**src/rtl/lanzones_lsu.sv**
```systemverilog
// lanzones load/store unit: one RV32I load or store at a time
// toward a word-addressed data port with RRdy/RVld read handshake.
module lanzones_lsu #(
  parameter int RD_TIMEOUT = 64,
  parameter int TO_W       = 8
) (
  input  logic        clk,
  input  logic        rstn,
  input  logic        ReqVld,
  output logic        ReqRdy,
  input  logic        ReqWe,
  input  logic [2:0]  ReqFunct3,
  input  logic [31:0] ReqAddr,
  input  logic [31:0] ReqWData,
  output logic        RspVld,
  output logic [31:0] RspData,
  output logic        RspErr,
  output logic [31:0] RAddr,
  output logic [31:0] RWData,
  output logic        RWEn,
  output logic [3:0]  RWStrobe,
  output logic        RRdy,
  input  logic        RVld,
  input  logic [31:0] RData
);

  typedef enum logic [1:0] {
    S_IDLE,
    S_WR,
    S_RD,
    S_RSP
  } state_t;

  localparam logic [TO_W-1:0] TO_MAX =
    TO_W'(RD_TIMEOUT - 1);

  state_t          r_state;
  logic            r_we;
  logic [2:0]      r_f3;
  logic [1:0]      r_off;
  logic [TO_W-1:0] r_cnt;

  logic        w_f3_ok;
  logic        w_al_ok;
  logic        w_legal;
  logic [3:0]  w_strb;
  logic [31:0] w_wdata;
  logic [31:0] w_shift;
  logic [31:0] w_ldata;

  assign ReqRdy = (r_state == S_IDLE);

  // Request legality: funct3 set differs for loads and stores,
  // halves need even addresses, words need 4-byte alignment.
  always_comb begin
    w_f3_ok = 1'b0;
    w_al_ok = 1'b1;
    if (ReqWe) begin
      w_f3_ok = (ReqFunct3 == 3'b000) ||
                (ReqFunct3 == 3'b001) ||
                (ReqFunct3 == 3'b010);
    end else begin
      w_f3_ok = (ReqFunct3 == 3'b000) ||
                (ReqFunct3 == 3'b001) ||
                (ReqFunct3 == 3'b010) ||
                (ReqFunct3 == 3'b100) ||
                (ReqFunct3 == 3'b101);
    end
    if (ReqFunct3[1:0] == 2'b01) begin
      w_al_ok = ~ReqAddr[0];
    end else if (ReqFunct3[1:0] == 2'b10) begin
      w_al_ok = (ReqAddr[1:0] == 2'b00);
    end
  end

  assign w_legal = w_f3_ok & w_al_ok;

  // Store lane replication and byte enables from size and offset.
  always_comb begin
    w_strb  = 4'b1111;
    w_wdata = ReqWData;
    unique case (1'b1)
      (ReqFunct3[1:0] == 2'b00): begin
        w_strb  = 4'b0001 << ReqAddr[1:0];
        w_wdata = {4{ReqWData[7:0]}};
      end
      (ReqFunct3[1:0] == 2'b01): begin
        w_strb  = 4'b0011 << ReqAddr[1:0];
        w_wdata = {2{ReqWData[15:0]}};
      end
      default: begin
        w_strb  = 4'b1111;
        w_wdata = ReqWData;
      end
    endcase
  end

  assign w_shift = RData >> {r_off, 3'b000};

  // Load lane extraction with sign or zero extension.
  always_comb begin
    w_ldata = RData;
    unique case (1'b1)
      (r_f3 == 3'b000):
        w_ldata = {{24{w_shift[7]}}, w_shift[7:0]};
      (r_f3 == 3'b100):
        w_ldata = {24'h0, w_shift[7:0]};
      (r_f3 == 3'b001):
        w_ldata = {{16{w_shift[15]}}, w_shift[15:0]};
      (r_f3 == 3'b101):
        w_ldata = {16'h0, w_shift[15:0]};
      default:
        w_ldata = RData;
    endcase
    if (r_we) begin
      w_ldata = '0;
    end
  end

  // Request sequencer with registered memory and response outputs.
  always_ff @(posedge clk or negedge rstn) begin
    if (!rstn) begin
      r_state  <= S_IDLE;
      r_we     <= 1'b0;
      r_f3     <= 3'b000;
      r_off    <= 2'b00;
      r_cnt    <= '0;
      RspVld   <= 1'b0;
      RspErr   <= 1'b0;
      RspData  <= '0;
      RAddr    <= '0;
      RWData   <= '0;
      RWEn     <= 1'b0;
      RWStrobe <= 4'b0000;
      RRdy     <= 1'b0;
    end else begin
      case (r_state)
        S_IDLE: begin
          RspVld   <= 1'b0;
          RspErr   <= 1'b0;
          RWStrobe <= 4'b0000;
          if (ReqVld) begin
            r_we    <= ReqWe;
            r_f3    <= ReqFunct3;
            r_off   <= ReqAddr[1:0];
            r_cnt   <= '0;
            RAddr   <= {2'b00, ReqAddr[31:2]};
            RspData <= '0;
            if (!w_legal) begin
              r_state <= S_RSP;
              RspVld  <= 1'b1;
              RspErr  <= 1'b1;
            end else if (ReqWe) begin
              r_state  <= S_WR;
              RWEn     <= 1'b1;
              RWStrobe <= w_strb;
              RWData   <= w_wdata;
            end else begin
              r_state <= S_RD;
              RRdy    <= 1'b1;
            end
          end
        end
        S_WR: begin
          RWEn    <= 1'b0;
          RspVld  <= 1'b1;
          RspErr  <= 1'b0;
          r_state <= S_RSP;
        end
        S_RD: begin
          if (RVld) begin
            RRdy    <= 1'b0;
            RspData <= w_ldata;
            RspErr  <= 1'b0;
            RspVld  <= 1'b1;
            r_state <= S_RSP;
          end else if (r_cnt == TO_MAX) begin
            RRdy    <= 1'b0;
            RspData <= '0;
            RspErr  <= 1'b1;
            RspVld  <= 1'b1;
            r_state <= S_RSP;
          end else begin
            r_cnt <= r_cnt + TO_W'(1);
          end
        end
        S_RSP: begin
          RspVld   <= 1'b0;
          RspErr   <= 1'b0;
          RWStrobe <= 4'b0000;
          r_state  <= S_IDLE;
        end
        default: begin
          r_state <= S_IDLE;
        end
      endcase
    end
  end

endmodule

```
**config.mk**
```make
export PLATFORM = sky130hd
export DESIGN_NAME = lanzones_lsu
export DESIGN_NICKNAME = d
export VERILOG_FILES = /design/src/rtl/lanzones_lsu.sv
export SDC_FILE = /design/constraint.sdc
export NUM_CORES = 1
export LEC_CHECK = 0
export CAP_MARGIN = 20
export CORE_MARGIN = 1.5
export CORE_UTILIZATION = 40
export DETAILED_ROUTE_END_ITERATION = 6
export PLACE_DENSITY = 0.76
export SYNTH_ARGS = -nofsm -noshare
export SYNTH_HDL_FRONTEND = slang
export SYNTH_SLANG_ARGS = --single-unit
```
**constraint.sdc**
```tcl
create_clock -name clk -period 2.2 [get_ports clk]
set_clock_uncertainty 0.2 [all_clocks]
set_input_delay 0.22 -clock clk [delete_from_list [all_inputs] [get_ports clk]]
set_output_delay 0.22 -clock clk [all_outputs]
set_load 0.01 [all_outputs]
```
# --- Yosys cells after proc, flatten, opt, wreduce, memory -nomap -nowiden ---
# Cells that the tools add are included.
totals:
  reg_bits: 118
  latchBits: 0
  ramBits: 0
  mem_bits_ro: 0
  in_bits: 104
  out_inout_bits: 105
  elab_cells: 101
  memories: 0
op_classes:
  n_addsub: 1
  multipliers: 0
  div: 0
  order_cmp: 0
  n_eq_ne: 20
  shift: 3
  mux: 42
  bitwise_logic: 2
  n_reduce_logical: 20
op_table:
  columns: ["cell", "count"]
  rows:
  - ["2-to-1 mux 32 bit", 4]
  - ["case mux 32 bit (2 select lines)", 2]
  - ["case mux 32 bit (4 select lines)", 1]
  - [">> shifter 32 x 5 -> 16 bit", 1]
  - ["2-to-1 mux 8 bit", 3]
  - ["2-to-1 mux 1 bit", 16]
  - ["case mux 4 bit (2 select lines)", 2]
  - ["case mux 8 bit (2 select lines)", 1]
  - ["== test 3 bit (second input constant)", 4]
  - ["2-to-1 mux 4 bit", 3]
  - ["AND reduction 4 bit", 3]
  - ["2-to-1 mux 2 bit", 5]
  - ["adder 8 x 1 -> 8 bit (second input constant)", 1]
  - ["== test 8 x 6 -> 1 bit (second input constant)", 1]
  - ["!= test 2 bit (second input constant)", 4]
  - ["case mux 2 bit (4 select lines)", 1]
  - ["== test 2 bit (second input constant)", 3]
  - ["== test 3 x 1 -> 1 bit (second input constant)", 2]
  - ["logical NOT 2 bit", 3]
  - ["logical NOT 3 bit", 2]
  - ["nonzero test 2 bit", 3]
  - ["AND reduction 5 bit", 1]
  - ["== test 2 x 1 -> 1 bit (second input constant)", 2]
  - ["logical OR 1 bit", 4]
  - ["other kinds (13)", 16]

# --- Longest topological paths before layout ---
# Gate-level depths: netlist of the first run.
depth:
  depth_word: 10
  depth_mapped: 9
  depth_no_buf: 6

# --- Worst setup path after synthesis of the first run ---
# No wires, ideal clock.
synth_path:
  kind: "register to register"
  startpoint: "reg r_state[0]"
  endpoint: "reg RspData[30]"
  setup_ns: 0.064
  t_arrival_ns: 2.024
  required_ns: 1.936
  path_slack_ns: -0.088
  path_stages_with_launch: 9
  n_path_buf: 2
  synth_period_minus_slack_ns: 2.288
  cell_sequence: "dfrtp_1 -> inv_1 -> ha_1 -> clkbuf_2 -> nor2b_1 -> or3_4 -> nor2_1 -> buf_2 -> a221o_2"
synth_via:
  elab_chain_cells: 3
  elab_cells_between_ends: 7
  classes_between: "3 x eq/ne; 1 x mux; 3 x reduce/logical"
synth_lines:
  columns: ["element", "line", "source"]
  rows:
  - ["start: declaration", "37", "state_t r_state;"]
  - ["start signal: assignment", "123", "r_state <= S_IDLE;"]
  - ["start signal: assignment", "150", "r_state <= S_RSP;"]
  - ["start signal: assignment", "154", "r_state <= S_WR;"]
  - ["logical NOT 2 bit *", null, null]
  - ["via ReqRdy", "10", "output logic ReqRdy,"]
  - ["!= test 2 bit (no source line) / nonzero test 2 bit (equally long branches)", null, null]
  - ["AND reduction 3 bit (no source line)", null, null]
  - ["end signal: assignment", "173", "RspData <= w_ldata;"]
  - ["end: declaration", "16", "output logic [31:0] RspData,"]
# The timed path passes the listed nets; every way through them passes the cells marked *.
# A chain may end at the register's enable or synchronous reset.

# --- Final worst setup path of the first run ---
layout_path:
  startpoint: "reg r_cnt[0]"
  endpoint: "reg RspData[27]"
layout_via:
  elab_chain_cells: 3
layout_lines:
  columns: ["element", "line", "source"]
  rows:
  - ["start: declaration", "41", "logic [TO_W-1:0] r_cnt;"]
  - ["start signal: assignment", "184", "r_cnt <= r_cnt + TO_W'(1);"]
  - ["== test 8 x 6 -> 1 bit", "177", "end else if (r_cnt == TO_MAX) begin"]
  - ["!= test 3 bit (no source line)", null, null]
  - ["AND reduction 3 bit (no source line)", null, null]
# Every way passes these cells.

==> results of run 1 <==
## cell usage after synthesis, types with 3 or more instances
cell | instances | area share, %
nand2_1 | 52 | 3.5
and3_1 | 10 | 1.1
a221o_1 | 13 | 2.3
o21ai_0 | 45 | 4.0
nand4_1 | 3 | 0.33
o211ai_1 | 8 | 1.1
nand2b_1 | 9 | 1.0
nor2b_1 | 4 | 0.44
ha_1 | 6 | 1.3
a31oi_1 | 4 | 0.44
buf_2 | 12 | 1.1
xor2_1 | 4 | 0.62
buf_6 | 3 | 0.60
a221o_2 | 10 | 2.0
inv_1 | 9 | 0.60
dfrtp_1 | 118 | 52
mux2_2 | 43 | 8.6
mux2i_1 | 31 | 5.5
a21o_1 | 3 | 0.40
nand3_1 | 5 | 0.44
o2bb2ai_1 | 8 | 1.2
clkbuf_1 | 14 | 0.93
a21oi_1 | 31 | 2.8
nor2_1 | 24 | 1.6
or3_1 | 4 | 0.44
## metal layers
metal | vias up | GRT usage, % | wire (µm)
met5 | - | 0 | 0
met1 | 2444 | 26.85 | 6486
met2 | 236 | 37.11 | 7830
met3 | 35 | 9.129 | 1453
met4 | 0 | 8.456 | 421
li1 | 2301 | - | -
## state kept, by name (all words and copies together), names as in the netlist
name and cells:
RAddr 30, RRdy 1, RWData 32, RWEn 1
RWStrobe 4, RspData 32, RspErr 1, RspVld 1
r_cnt 8, r_f3 3, r_off 2, r_state 2
r_we 1
## cell families (layout without fill, tap and decap cells)
| family | count (synthesis) | in the layout |
|---|---|---|
| multiplexers | 77 | 77 |
| other | 1 | 2 |
| XOR/XNOR | 4 | 4 |
| buffers and inverters | 43 | 284 |
| flip-flops | 118 | 118 |
| adder cells (fa/ha/maj) | 6 | 6 |
| AO/OA/AOI/OAI | 134 | 134 |
| AND/OR/NAND/NOR | 124 | 124 |
## through the flow
step	cell area (µm²)	worst slack [ns]
finish	8750	0.09445
floorplan	5675	-0.04748
global placement	8114	-0.02538
global route	8750	0.001360
detailed placement	8114	-0.06518
CTS	8742	0.01506
## report_power, final
group | internal (µW) | total [µW] | switching, µW | leakage, µW
combinational | 2720 | 4810 | 2090 | 0.00195
clock | 1850 | 2820 | 965 | 0.000292
sequential | 3040 | 3610 | 577 | 0.00153
total | 7610 | 11200 | 3630 | 0.00376
## what timing repair did
item,in CTS,in global routing
hold buffers,2,0
gates resized for setup,2,0
gates cloned,0,0
buffers inserted,0,1
endpoints found under the setup margin,7,17
pin swaps,0,1
endpoints found under the hold margin,118,0
## worst max-delay path: cells and delay by family, from the launching register on
kind / cells / cell delay (ns)
fa+ha+maj: 1 / 0.23
buf+inv: 1 / 0.19
simple gates: 2 / 0.33
flops: 1 / 0.41
compound gates: 2 / 0.62
## worst min-delay path by stage
stage / slack [ns] / endpoint / start
2_1_floorplan: -0.28 / RAddr[0] / rstn
3_3_place_gp: -0.15 / RspData[8] / rstn
3_5_place_dp: -0.15 / RspData[8] / rstn
4_1_cts: 0.20 / RAddr[12] / ReqAddr[14]
5_1_grt: 0.20 / RAddr[23] / ReqAddr[25]
6_report: 0.19 / r_cnt[1] / rstn
## final cells by class
type                    instances  area, µm²  share of cell area [%]
inverters                       9      33.78                  0.3861
clock buffers                  22      474.2                   5.420
well taps                     180      225.2                   2.574
clock inverters                 9      125.1                   1.430
multi-input cells             347       2514                   28.73
repair buffers                244       2425                   27.71
flip-flops and latches        118       2953                   33.75
==> key figures, run 1 <==
Logic synthesis
  – Yosys reg bits: about 120
  – Post-Synth Adder-Cell Area: 1.331%
  – Post-synth EDFFs: 0
  – Synth Area in XOR/XNOR: less than 1%
  – Yosys warns: 0
  – Largest family of logic cells by synthesized area: compound AO/OA/AOI/OAI gates
  – Mapped Cells: between 500 and 600
  – Synthesized area per cell: between 10 and 15 µm²
  – Main synth FF type: dfrtp_1
  – Mux cell area share after synthesis: about 15%
  – Post-synthesis sequential area ratio: between 50 and 60%
  – Netlist Area Pre-Place: ~5600 µm²
  – Post-synth cell types: 52
  – Fraction of registers with async set/reset: 100.0%
  – Simple-Gate Fraction of Synth Area: between 10% and 20%
  – Compound-Gate Fraction of Synth Area: about 16%

Layout
  – Share of cells above drive strength 1: between 10% and 20%
  – Post-layout util: about 63%
  – Most frequent cells in the layout: clkdlybuf4s50_1, dfrtp_1, nand2_1
  – Nets: ~850
  – Area grow syn2layout: 55.16%
  – FILL cells: around 1100
  – N_diodes: 0
  – Non-filler instance count after layout: between 900 and 1000
  – Most common cell after layout, fill and taps aside: clkdlybuf4s50_1

Die
  – Die H: roughly 120 µm
  – Core area: approximately 14000 µm²
  – Starting Density: between 40% and 50%
  – Die area: roughly 15000 µm²
  – Io pins: roughly 210
  – Width of the die: approximately 120 µm
  – FP Rows: 43

Route
  – Remaining DRCs: 0
  – Drt initial violations: 280
  – DRT antenna net count: 0
  – Via count: 5016
  – Vias/cell: between 5 and 6
  – WL/cell: 17.43 µm
  – Total Wirelength: 16.19 mm
  – First-pass DRT Iterations: 5

Timing
  – Fin. max-slew vios: 0
  – RSZ-0062 raised after global routing: false
  – Fmax: approximately 0.47 GHz
  – Slew @ Worst Pin: just under 1 ns
  – Final Cycle Share: ~96%
  – Final number of hold-violating endpoints: 0
  – Setup TNS: 0 ns
  – Hold_ws: between 0.15 and 0.2 ns
  – Crit path time final: 2.106 ns
  – Slew headroom: 35.71%
  – # setup viols final: 0

Placed design
  – GPL Wtd Cong: slightly above 0.8
  – Post-DP HPWL: 11.73 mm
  – PortBufs: ~210
  – Placed Cells incl. Taps: between 800 and 900

Setup path
  – Beginning of the worst register-to-register path: r_cnt[0]
  – Crit path capture type: flip-flop
  – CP startpoint kind: flip-flop
  – CP arrival: about 2.2 ns
  – Worst Reg-to-Reg Cells: 6
  – CP max stage delay: 0.41 ns
  – Worst Setup SP: r_cnt[0]
  – RR Endpoint: RspData[27]
  – Crit-path cells: ha_1 > nand3_1 > o21ai_1 > nand2_1 > buf_12 > a221o_2
  – Setup CP Type: flip-flop to flip-flop
  – Critical Path RT: between 2 and 2.5 ns
  – R2R Setup Slk: 0.09 ns
  – Crit Path Max Fanout: 32
  – Crit path to: RspData[27]
  – Worst path slowest cell: dfrtp_1

CTS
  – CTS H-tree lvls: 4
  – Clock Sinks: between 100 and 150
  – Clock-pin slew of the registers on the worst-case setup and hold paths: around 0.05 ns
  – Clk buf depth: 2
  – Clk root buf: clkbuf_16
  – Total CTS buffers: 17
  – Worst-Skew Late Latency: ~0.4 ns
  – CTS tree: done

GRT
  – Total Routing Usage GR: a little under a quarter
  – First-pass GRT wire length: approximately 26 mm
  – Via count of the first global-routing pass: 5142
  – Initial antenna violation count: 0
  – Largest net degree at the start of global routing: 72
  – Total gr overflow: 0

Min path
  – Hold Crit Class: input port to asynchronous set/reset pin

Power
  – Pleak: approximately 0.0038 µW
  – P per Cell Area: 1285 nW/µm²
  – VDD IR max: approximately 700 µV
  – Total power: 11240 µW

Flow run
  – Max-Cap Viols: 0

Status
  – Status: finished clean
(Power assumes the default switching activity.)
==> inputs of run 2 (changes only) <==
--- a/config.mk
+++ b/config.mk
@@ -5,7 +5,7 @@
 export SDC_FILE = /design/constraint.sdc
 export NUM_CORES = 1
 export LEC_CHECK = 0
-export CAP_MARGIN = 20
+export CAP_MARGIN = 40
 export CORE_MARGIN = 1.5
 export CORE_UTILIZATION = 40
 export DETAILED_ROUTE_END_ITERATION = 6
==> key figures, run 2 (same netlist as run 1, synthesis figures left out) <==
CTS
  – Clock Sinks: between 100 and 150
  – Worst-Skew Late Latency: about 0.40 ns
  – CTS H-tree lvls: 4
  – Clk root buf: clkbuf_16
  – Clk buf depth: 2
  – CTS tree: done
  – Total CTS buffers: 17
  – Clock-pin slew of the registers on the worst-case setup and hold paths: 0.05 ns

Status
  – Status: finished clean

Die
  – Width of the die: about 120 µm
  – Core area: ~14000 µm²
  – Starting Density: between 40% and 50%
  – Io pins: 209
  – Die area: roughly 15000 µm²
  – FP Rows: 43
  – Die H: ~120 µm

Setup path
  – CP arrival: around 1.7 ns
  – Setup CP Type: flip-flop to output pin
  – CP startpoint kind: flip-flop
  – Critical Path RT: 1.78 ns
  – Crit path capture type: output pin
  – Crit Path Max Fanout: 9

Min path
  – Hold Crit Class: input port to asynchronous set/reset pin

GRT
  – Total Routing Usage GR: between 20% and 30%
  – Via count of the first global-routing pass: 5064
  – Largest net degree at the start of global routing: roughly 70
  – Total gr overflow: 0
  – First-pass GRT wire length: roughly 26 mm
  – Initial antenna violation count: 0

Layout
  – Post-layout util: 63.05%
  – Most frequent cells in the layout: clkdlybuf4s50_1, dfrtp_1, nand2_1
  – Area grow syn2layout: 54.60%
  – Share of cells above drive strength 1: 18.27%
  – Most common cell after layout, fill and taps aside: clkdlybuf4s50_1
  – Non-filler instance count after layout: 930
  – N_diodes: 0
  – Nets: between 800 and 900
  – Largest registers: RWData x32, RspData x32, RAddr x30

Power
  – P per Cell Area: between 1000 and 1500 nW/µm²
  – Total power: about 11000 µW
  – VDD IR max: between 600 and 700 µV
  – Pleak: ~0.0038 µW

Timing
  – Hold_ws: about 0.21 ns
  – # setup viols final: 0
  – Final number of hold-violating endpoints: 0
  – Fin. max-slew vios: 0
  – Final Cycle Share: 95.10%
  – Slew @ Worst Pin: approximately 0.50 ns
  – Crit path time final: between 2 and 2.5 ns
  – Fmax: 0.4780 GHz
  – Slew headroom: between 60% and 70%
  – Setup TNS: 0 ns
  – RSZ-0062 raised after global routing: false

Placed design
  – Placed Cells incl. Taps: approximately 900
  – GPL Wtd Cong: between 0.8 and 0.9
  – Post-DP HPWL: approximately 12 mm
  – PortBufs: 206

Route
  – Via count: 4934
  – Remaining DRCs: 0
  – Vias/cell: 5.305
  – Drt initial violations: 275
  – First-pass DRT Iterations: 4
  – DRT antenna net count: 0
  – Total Wirelength: 16.00 mm
  – WL/cell: about 17 µm

Flow run
  – Max-Cap Viols: 0
==> run 2: cell count changes in the layout (fill, tap and decap cells not counted), sizes merged <==
cell,before,now
clkbuf,22,19
buf,37,39
clkinv,4,7
bufinv,3,2
==> run 2: layout make-up <==
class                   instances  area, µm²
clock buffers                  19      442.9
clock inverters                11      110.1
fillers                      1072       5109
inverters                       9      33.78
multi-input cells             347       2514
flip-flops and latches        118       2953
well taps                     180      225.2
repair buffers                246       2440
==> run 2: power by group <==
| part | internal, µW | switching (µW) | total (µW) |
|---|---|---|---|
| clock network | 1660 | 942 | 2610 |
| registers | 3040 | 576 | 3610 |
| logic | 2730 | 2070 | 4800 |
==> run 2: worst max-delay path, stage by stage (launching register included) <==
cell             delay, ns
dfrtp_1               0.41
inv_2                 0.11
ha_4                  0.20
clkdlybuf4s50_1       0.55
==> run 2: timing repair <==
item / CTS / global route
setup endpoints to repair: 7 / 17
buffers inserted: 0 / 2
resized for setup: 2 / 0
pin swaps: 0 / 1
hold buffers: 2 / 0
endpoints found under the hold margin: 118 / 0
==> run 2: routing by layer <==
metal	vias to the layer above	wire length [µm]	global-route usage, %
met5	-	0	0
met4	0	467	9.485
met3	33	1446	8.474
met2	218	7767	36.48
met1	2376	6315	26.47
li1	2307	-	-
==> run 2: final timing paths <==
check	start	endpoint	slack, ns	cells after the start
min in group clk	ReqAddr[15]	RAddr[13]	0.22	2
worst max register to register	r_state[1]	RspData[18]	0.12	7
worst min register to register	RWData[13]	RWData[13]	0.27	2
max in group asynchronous	rstn	RspData[9]	0.98	3
worst min-delay path	rstn	r_cnt[2]	0.21	3
worst max-delay path	r_state[1]	ReqRdy	0.11	3
==> run 2: stage by stage <==
stage / area [µm²] / setup slack (ns)
6_report: 8718 / 0.1078
2_1_floorplan: 5675 / -0.04748
3_3_place_gp: 8114 / -0.02538
4_1_cts: 8703 / 0.01121
3_5_place_dp: 8122 / -0.07298
5_1_grt: 8718 / 0.006189
==> inputs of run 3 (changes only) <==
--- a/config.mk
+++ b/config.mk
@@ -7,9 +7,10 @@
 export LEC_CHECK = 0
 export CAP_MARGIN = 40
 export CORE_MARGIN = 1.5
-export CORE_UTILIZATION = 40
+export CORE_UTILIZATION = 55
 export DETAILED_ROUTE_END_ITERATION = 6
-export PLACE_DENSITY = 0.76
+export DONT_BUFFER_PORTS = 1
+export PLACE_DENSITY = 0.73
 export SYNTH_ARGS = -nofsm -noshare
 export SYNTH_HDL_FRONTEND = slang
 export SYNTH_SLANG_ARGS = --single-unit
==> key figures, run 3 (same netlist as run 1, synthesis figures left out) <==
Status
  – Status: complete, but fails checks
  – Failing checks: hold timing

Setup path
  – Critical path's top delay family: buffers and inverters
  – Crit path capture type: flip-flop
  – WP buf/inv: 3
  – Crit-path cells: inv_2 > ha_4 > buf_4 > nand2_1 > a211o_1 > buf_12 > mux2_4
  – CP max stage delay: ~0.43 ns
  – Worst path slowest cell: dfrtp_1
  – Setup CP Type: flip-flop to flip-flop
  – CP arrival: ~2.3 ns
  – WP depth: 7
  – Worst Reg-to-Reg Cells: 7
  – Critical Path RT: 2.40 ns
  – Crit Path Max Fanout: 56
  – CP startpoint kind: flip-flop

CTS
  – Clock-pin slew of the registers on the worst-case setup and hold paths: 0.06 ns
  – CTS H-tree lvls: 4
  – Clk root buf: clkbuf_8
  – Total CTS buffers: 17
  – Clk buf depth: 2
  – CTS Hold Buffers Added: about 110
  – Clock Sinks: about 120
  – Worst-Skew Late Latency: 0.52 ns
  – CTS tree: done

Layout
  – Post-layout util: between 70% and 80%
  – Share of cells above drive strength 1: around 19%
  – Largest registers: RWData x32, RspData x32, RAddr x30
  – Area grow syn2layout: 33.81%
  – N_diodes: 0
  – Most common cell after layout, fill and taps aside: dfrtp_1
  – FILL cells: 595
  – Most frequent cells in the layout: dfrtp_1, dlygate4sd3_1, nand2_1
  – Nets: around 730

Die
  – Die H: 104.3 µm
  – Core area: about 10000 µm²
  – Die area: approximately 11000 µm²
  – Starting Density: around 57%
  – FP Rows: 36
  – Width of the die: about 100 µm
  – Io pins: between 200 and 250

Timing
  – RSZ-0062 raised after global routing: false
  – Crit path time final: roughly 2.1 ns
  – Slew headroom: 47.94%
  – Fmax: 0.4782 GHz
  – Final Worst Setup Slack: approximately 0.11 ns
  – Setup TNS: 0 ns
  – Hold_ws: -0.8026 ns
  – Slew @ Worst Pin: about 0.78 ns
  – Fin. max-slew vios: 0
  – Final number of hold-violating endpoints: about 120
  – # setup viols final: 0
  – Final Cycle Share: between 90% and 100%

Power
  – Clock power frac: between 20% and 30%
  – Net Sw Power: 3586 µW
  – Seq pwr share: between 40% and 50%
  – Total power: approximately 9700 µW
  – P per Cell Area: 1284 nW/µm²
  – Int Power: a little over 6000 µW
  – VDD IR max: between 700 and 800 µV
  – Pleak: about 0.0033 µW
  – Combinational share of power: between 20 and 30%
  – Net Sw Frac: between 30% and 40%

Min path
  – Hold Crit Class: input port to asynchronous set/reset pin

Placed design
  – Post-DP HPWL: roughly 9.5 mm
  – PortBufs: 0
  – GPL Wtd Cong: ~0.84
  – DP Worst Slack: between 0.05 and 0.06 ns

Route
  – WL/cell: between 20 and 25 µm
  – Total Wirelength: approximately 16 mm
  – DRT antenna net count: 0
  – Drt initial violations: roughly 250
  – Vias/cell: between 6 and 7
  – First-pass DRT Iterations: 5
  – Remaining DRCs: 0
  – Via count: ~4600

Flow run
  – Max-Cap Viols: 0

GRT
  – Total gr overflow: 0
  – Largest net degree at the start of global routing: about 120
  – First-pass GRT wire length: 25.26 mm
  – Initial antenna violation count: 0
  – Total Routing Usage GR: 29.94%
  – Via count of the first global-routing pass: between 4000 and 5000
## run 3: worst paths after layout
path / to / startpoint / slack (ns)
worst max-delay path: RWData[6] / r_state[1] / 0.11
worst min-delay path: r_cnt[7] / rstn / -0.80
worst max register to register: RWData[6] / r_state[1] / 0.11
worst min register to register: r_we / r_we / 0.35
max in group asynchronous: r_off[1] / rstn / 2.40
min in group clk: RspData[7] / ReqVld / 0.02
## run 3: power groups by stage
| stage | Sequential (µW) | Clock (µW) | Combinational [µW] |
|---|---|---|---|
| floorplan | 3870 | 0 | 2060 |
| global placement | 4120 | 0 | 2390 |
| detailed placement | 4130 | 0 | 2520 |
| CTS | 4130 | 2740 | 2720 |
| global route | 4260 | 2840 | 3060 |
| finish | 4160 | 2720 | 2810 |
## run 3: layout make-up
| cell class | count | area [µm²] | area share, % |
|---|---|---|---|
| clock buffer | 17 | 414.1 | 5.488 |
| clock inverter | 15 | 167.7 | 2.222 |
| inverter | 9 | 33.78 | 0.4477 |
| multi-input combinational | 347 | 2506 | 33.21 |
| sequential | 118 | 2954 | 39.15 |
| tap | 133 | 166.4 | 2.205 |
| timing repair buffer | 129 | 1304 | 17.28 |
## run 3: what timing repair did
item / in CTS / in global routing
hold endpoints to repair: 236 / 118
setup buffers: 0 / 1
gates resized for setup: 0 / 3
endpoints found under the setup margin: 0 / 31
## run 3: metal layers
layer	GRT usage, %	up-vias	share of wire (%)
met3	9.524	44	7.9
met1	33.15	2258	37
li1	-	2078	-
met2	52.22	243	51
met5	0	-	0
met4	14.09	0	3.5
## run 3: stage by stage
step | instances | area [µm²] | hold WS [ns]
2_1_floorplan | 508 | 5675 | -0.2756
3_3_place_gp | 626 | 5849 | -0.2720
3_5_place_dp | 626 | 5849 | -0.2707
4_1_cts | 767 | 7532 | -0.8208
5_1_grt | 768 | 7546 | -0.8207
6_report | 768 | 7546 | -0.8026
